<file path="src/rtl/minrv32_regfile.sv">
// minrv32_regfile: minrv32 integer register file with hardwired x0 and an RV32E mode with illegal-index detection.
//
// After reset, a scrub sequencer clears every register and loads the stack pointer.
// When MINRV32_REGFILE_BYPASS_EN is defined, a read of the register being written
// in the same cycle returns the new data. Otherwise the read returns the old value.
//
// Ports:
//   clk           core clock
//   resetn        synchronous active-low reset
//   init_busy     high while the scrub runs
//   rd_addr_valid write request
//   rd_addr       write index
//   rd_wdata      write data
//   rs_addr_valid per-port read request
//   rs_addr       read indices; port p uses [5p+4:5p]
//   rs_rdata      registered read data; port p uses [XLEN*p +: XLEN]
//   wr_drop       one-cycle pulse: a write was discarded
//   illegal_idx   one-cycle pulse: an index >= NREGS arrived on a valid port
module minrv32_regfile #(
  parameter int          XLEN      = 32,
  parameter int          NREGS     = 32,
  parameter int          NRPORTS   = 2,
  parameter logic [31:0] STACKADDR = 32'h0001_0000,
  parameter int          SP_INDEX  = 2
) (
  input  logic                    clk,
  input  logic                    resetn,
  output logic                    init_busy,
  input  logic                    rd_addr_valid,
  input  logic [4:0]              rd_addr,
  input  logic [XLEN-1:0]         rd_wdata,
  input  logic [NRPORTS-1:0]      rs_addr_valid,
  input  logic [5*NRPORTS-1:0]    rs_addr,
  output logic [XLEN*NRPORTS-1:0] rs_rdata,
  output logic                    wr_drop,
  output logic                    illegal_idx
);
  localparam int AW = $clog2(NREGS);
  typedef enum logic {SCRUB, READY} state_t;
  state_t state, state_nx;
  logic [AW-1:0] cnt, cnt_nx;
  logic [XLEN-1:0] regs [NREGS];
  logic [XLEN-1:0] rd_val [NRPORTS];
  logic [4:0] idx [NRPORTS];
  logic wr_ok, wr_bad, rd_bad;
  // NREGS is either 16 or 32, so bit 4 alone tells whether an index is in range.
  function automatic logic legal(input logic [4:0] a);
    return NREGS == 32 || !a[4];
  endfunction
  always_comb begin
    state_nx = (state == SCRUB && cnt == AW'(NREGS - 1)) ? READY : state;
    cnt_nx = (state == SCRUB) ? cnt + 1'b1 : cnt;
  end
  always_ff @(posedge clk)
    if (!resetn) begin
      state <= SCRUB;
      cnt <= '0;
    end else begin
      state <= state_nx;
      cnt <= cnt_nx;
    end
  assign init_busy = (state == SCRUB);
  assign wr_ok = state == READY && rd_addr_valid && rd_addr != 5'd0 && legal(rd_addr);
  assign wr_bad = state == READY && rd_addr_valid && !legal(rd_addr);
  always_comb begin
    rd_bad = 1'b0;
    for (int p = 0; p < NRPORTS; p++) begin
      idx[p] = rs_addr[5*p +: 5];
      rd_bad = rd_bad | (rs_addr_valid[p] && !legal(idx[p]));
      rd_val[p] = (state != READY || idx[p] == 5'd0 || !legal(idx[p])) ? '0 : regs[idx[p][AW-1:0]];
`ifdef MINRV32_REGFILE_BYPASS_EN
      rd_val[p] = (wr_ok && rd_addr == idx[p]) ? rd_wdata : rd_val[p];
`endif
    end
    rd_bad = rd_bad && state == READY;
  end
  always_ff @(posedge clk)
    if (resetn && state == SCRUB)
      regs[cnt] <= (cnt == AW'(SP_INDEX)) ? XLEN'(STACKADDR) : '0;
    else if (resetn && wr_ok)
      regs[rd_addr[AW-1:0]] <= rd_wdata;
  always_ff @(posedge clk)
    if (!resetn) begin
      rs_rdata <= '0;
      wr_drop <= 1'b0;
      illegal_idx <= 1'b0;
    end else begin
      wr_drop <= rd_addr_valid && (state == SCRUB || !legal(rd_addr));
      illegal_idx <= wr_bad || rd_bad;
      for (int p = 0; p < NRPORTS; p++)
        if (rs_addr_valid[p]) rs_rdata[XLEN*p +: XLEN] <= rd_val[p];
    end
endmodule
</file>
<file path="config.mk">
export PLATFORM = sky130hd
export DESIGN_NAME = minrv32_regfile
export DESIGN_NICKNAME = d
export VERILOG_FILES = /design/src/rtl/minrv32_regfile.sv
export SDC_FILE = /design/constraint.sdc
export NUM_CORES = 1
export LEC_CHECK = 0
export BUFFER_PORTS_ARGS = -buffer_cell sky130_fd_sc_hd__clkbuf_2
export CAP_MARGIN = 5
export CORE_ASPECT_RATIO = 0.8
export CORE_MARGIN = 2
export CORE_UTILIZATION = 68
export CTS_CLUSTER_DIAMETER = 150
export DETAILED_ROUTE_END_ITERATION = 16
export PLACE_DENSITY_LB_ADDON = 0.2
export SYNTH_ARGS = -nofsm -noshare
export SYNTH_HDL_FRONTEND = slang
export SYNTH_SLANG_ARGS = --single-unit
</file>
<file path="constraint.sdc">
create_clock -name clk -period 7.12 [get_ports clk]
set_input_delay 0.356 -clock clk [delete_from_list [all_inputs] [get_ports clk]]
set_output_delay 0.356 -clock clk [all_outputs]
set_load 0.1 [all_outputs]
</file>
; ---- Word-level counts from Yosys, hierarchy flattened
; Memories as Yosys holds them, arrays and structs flattened.
; Cells that the tools add are included.
; Widths: inputs -> output; s select.
[classes]
add_sub_neg = 1
eq_ne = 2
n_mux = 11
bitwise_logic = 1
reduce_logical = 12
[op_table]
columns = cell, n
row1 = $mux 32, 3
row2 = $reduce_or 32->1, 1
row3 = $mux 17, 1
row4 = $logic_not 5->1, 2
row5 = $logic_and 1x1->1, 6
row6 = $mux 1, 6
row7 = $add 5x1->5 const B, 1
row8 = $eq 5x2->1 const B, 1
row9 = $eq 5x5->1 const B, 1
row10 = $mux 5, 1
row11 = $reduce_bool 5->1, 1
row12 = $logic_or 1x1->1, 2
row13 = $not 1->1, 1
[totals]
ff_bits = 71
ramBits = 1024
word_cells = 33
memories = 1
[memory_table]
columns = name, depth, width, read_ports, rd_ports_with_merged_regs, wr, line_no
row1 = regs, 32, 32, 2, 0, 1, 42  ; logic [XLEN-1:0] regs [NREGS];

; ---- Longest topological paths before layout
[depth]
word_depth = 8
ltp_mapped = 10
ltp_nobuf = 5

; ---- Least setup slack after synthesis
; OpenSTA, ideal clock, no wires.
[synth_path]
path_type = input to register
start = input port rd_addr[4]
end = memory regs[17][0] (enable)
setup_ps = 421
arrival_time_ps = 2772
t_required_ps = 6699
setup_slack_ps = 3927
path_stages = 5
cell_sequence = nor3_1 a21oi_1 nand2b_1 o32a_1 nor2_1
[synth_between]
elab_chain_cells = 8
word_cells_on_any_way = 9
cone_classes = 5 x mux / 4 x reduce/logical
[synth_lines]
columns = element, line_no
row1 = "start, declared", 30  ; input logic [4:0] rd_addr,
row2 = $reduce_bool 5->1, 63  ; assign wr_ok = state == READY && rd_addr_valid && rd_addr != 5'd0 && legal(rd_addr);
row3 = $logic_and 1x1->1, 63
row4 = $logic_and 1x1->1, 80  ; else if (resetn && wr_ok)
row5 = $mux 1, 80
row6 = $mux 1, 78  ; if (resetn && state == SCRUB)
row7 = $mux 1 (not written as such), 81  ; regs[rd_addr[AW-1:0]] <= rd_wdata;
row8 = $reduce_or 32->1 (no source line), --
row9 = $mux 5 (no source line) or $mux 1 (tied branches), --
row10 = "end, declared", 42
; Several ways; a longest one is shown, not always the timed one.

; ---- Worst setup path in the final report
[layout_path]
start = register state
end = memory regs[0][10] (enable)
[layout_between]
elab_chain_cells = 8
word_cells_on_any_way = 13
cone_classes = 7 x mux / 1 x bitwise / 5 x reduce/logical
[layout_lines]
columns = element, line_no
row1 = "start, declared", 40  ; state_t state, state_nx;
row2 = "start signal, assigned", 59  ; state <= state_nx;
row3 = $logic_and 1x1->1, --
row4 = $logic_and 1x1->1, 63
row5 = $logic_and 1x1->1, 80
row6 = $mux 1, 80
row7 = $mux 1, 78
row8 = $mux 1 (not written as such), 81
row9 = $reduce_or 32->1 (no source line), --
row10 = $mux 5 (no source line) or $mux 1 (tied branches), --
; Several ways; a longest one is shown, not always the timed one.

==> out/qor.txt <==
status - finished, violations left
failing checks - capacitance limit
Seq cells post-synth - 1095
WL final - 148000 µm
Hold WC Path Type - in -> reg
CTS Sinks - 1095
Ys Warns - 0
Worst IR Drop VDD - 232 µV
Crit. path cell count - 4
minimum clock period - 3.92 ns
Pleak - 19.4 nW
Slowest cell on crit path - nor2_4
Tot GR Track Use - 0.398
Post-synth ARST share - 0
Max FO, Critical Path - 36
commonest non-fill, non-tap cell in the layout - edfxtp_1
Finished Core Util - 0.761
gpl congestion - 0.931
count of final hold-check violations - 0
final setup TNS - 0 ns
initial core utilization - 0.689
largest net degree at the start of global routing - 107
Die Y-Extent - 246 µm
Iter 0 DRT Violations - 5163
Slew @ Worst Pin - 1.45 ns
die area - 75500 µm²
final max-slew violation count - 0
Post-Place Setup Slack - 3.21 ns
Most used DFF post-synth - edfxtp_1
CP top delay family - simple AND/OR/NAND/NOR gates
Post-synth EDFFs - 1024
DR DRC count - 0
RR Startpoint - state
Crit Path Category - reg -> reg
Max Fclk - 255 MHz
CTS tree - done
Cell Area, Synth - 49800 µm²
antenna violations before repair - 4
cts bufs inserted - 100
PwrDens - 244 nW/µm²
DP Area - 51500 µm²
number of routed nets with antenna violations - 0
DP HPWL - 83400 µm
NumNets Final - 2878
leading cell types in the layout, fill and taps excluded - edfxtp_1 (1024), mux4_2 (358), mux2i_1 (350)
Worst setup endpoint - regs[0][10]
Reg clk slew, reported paths - 0.07 ns
Syn Inst Count - 2747
R2R Setup Slk - 3.20 ns
post-synthesis sequential area ratio - 0.645
Worst Path Required - 7.40 ns
Rel. slew slack - 0.00739
crit end category - register
Die X - 307 µm
Clk Latency, worst-skew pair - 0.68 ns
Final Cell Area - 55000 µm²
CP bufs+invs - 0
row cnt - 88
port bufs - 117
first-pass GRT wire length - 213000 µm
final worst-path cycle share - 0.551
RR Endpoint - regs[0][10]
Avg Inst Size Synth - 18.1 µm²
Core ar. - 72300 µm²
final setup margin - 3.20 ns
Longest Clk Path Bufs - 3
area grow syn2layout - 10.4%
Worst setup SP type - register
I/O Pins - 119
Via Count - 31.2k
Unique masters post-synth - 54
placed cell count - 3662
Post-CTS Resized - 0
Max-cap violations - 1
vias in the first global route - 31.0k
Final Setup Violations - 0
Final Instance Count excl. Fillers - 3856
Final Skew - 0.0226 ns
RSZ-0062 raised after global routing - no
clock root buffer - clkbuf_16
Worst R2R Path Depth - 4
Max H-tree Level - 3
cell breakdown of the critical path - nand3_1, a21oi_4, mux2i_1, nor2_4
mean routed wirelength per cell - 38.5 µm
gr ovfl total - 0
Synthesized Nets - 2802
vias per inst - 8.08
CP Data Arrival Time - 4.21 ns
drt pass-1 iters - 5
share of post-route cells with drive strength above 1 - 0.283
crit-path max cell delay - 1.13 ns
Worst Setup SP - state
==> worst min path at each step <==
stage	slack (ns)	end	start	cells past startpoint
global route	0.07	rs_rdata[30]	rs_addr[3]	4
floorplan	0.48	wr_drop	rd_addr_valid	1
finish	0.05	rs_rdata[30]	rs_addr[3]	4
detailed placement	0.45	rs_rdata[41]	rs_rdata[41]	1
CTS	0.03	rs_rdata[30]	rs_addr[3]	4
global placement	0.46	rs_rdata[43]	rs_rdata[43]	1
==> layout make-up <==
| class | count | area, µm² |
|---|---|---|
| inverters | 9 | 35.0 |
| flip-flops and latches | 1095 | 32200 |
| repair buffers | 196 | 1370 |
| clock inverters | 57 | 666 |
| fillers | 3908 | 17300 |
| multi-input cells | 1421 | 16800 |
| well taps | 945 | 1180 |
| clock buffers | 131 | 2800 |
| diodes | 2 | 5.00 |
==> registers in the layout (all words and copies together) (netlist names) <==
| signal | cells |
|---|---|
| regs | 1024 |
| rs_rdata | 64 |
| cnt | 5 |
| state | 1 |
| wr_drop | 1 |
==> report_power, final <==
| part | switching (W) | total [W] | internal, W |
|---|---|---|---|
| Clock | 0.00240 | 0.00568 | 0.00328 |
| Combinational | 0.000487 | 0.000769 | 0.000281 |
| Sequential | 0.0000208 | 0.00700 | 0.00698 |
==> repair_timing <==
item                      in CTS  in global routing
hold buffers                   1                  0
setup buffers                  0                  0
hold endpoints to repair       1                  0
==> routing by layer <==
metal,wire (µm),GRT usage,vias up
met2,65700,0.585,3058
met1,50800,0.551,15745
met5,39,0,-
li1,-,-,11868
met4,6790,0.162,6
met3,24900,0.140,492
==> metrics by stage <==
stage	power, W	hold WS, ns
floorplan	0.00764	0.478
global placement	0.00786	0.464
detailed placement	0.00787	0.453
CTS	0.0134	0.0258
global route	0.0137	0.0713
finish	0.0134	0.0539
==> Yosys cell counts (12+ instances only) <==
library cell,instances,area share
o22ai_1,91,0.011
nor2b_1,12,0.0015
a32o_1,23,0.0046
a211oi_1,33,0.0050
buf_2,51,0.0051
dfxtp_1,71,0.029
a21oi_1,55,0.0055
o21ai_0,81,0.0081
clkbuf_1,107,0.0081
mux2i_1,350,0.070
o221ai_1,32,0.0056
o21ai_1,22,0.0022
a211o_1,31,0.0054
and2_1,36,0.0045
a22oi_1,31,0.0047
nand2_1,21,0.0016
edfxtp_1,1024,0.62
mux4_2,358,0.16
buf_6,14,0.0032
nor2_1,50,0.0038
buf_1,13,0.00098
buf_4,33,0.0050
a221oi_1,67,0.012
mux2_2,55,0.012
==> worst register-to-register path, delay by kind of cell, from the launching register on <==
| kind | cells | cell delay [ns] |
|---|---|---|
| flip-flops | 1 | 0.60 |
| AO/OA/AOI/OAI | 1 | 0.86 |
| AND/OR/NAND/NOR | 2 | 1.45 |
| multiplexers | 1 | 0.58 |
==> logic make-up (layout without fill, tap and decap cells) <==
group | Yosys count | in the layout | synth area share
adder cells (fa/ha/maj) | 3 | 3 | 0.000753
buffers and inverters | 231 | 393 | 0.0235
XOR/XNOR | 3 | 3 | 0.000527
multiplexers | 763 | 763 | 0.244
AO/OA/AOI/OAI | 499 | 499 | 0.0698
flip-flops | 1095 | 1095 | 0.645
other | 1 | 3 | 0.0000752
AND/OR/NAND/NOR | 152 | 152 | 0.0154
Note: power is estimated with default switching activity, not from simulation.
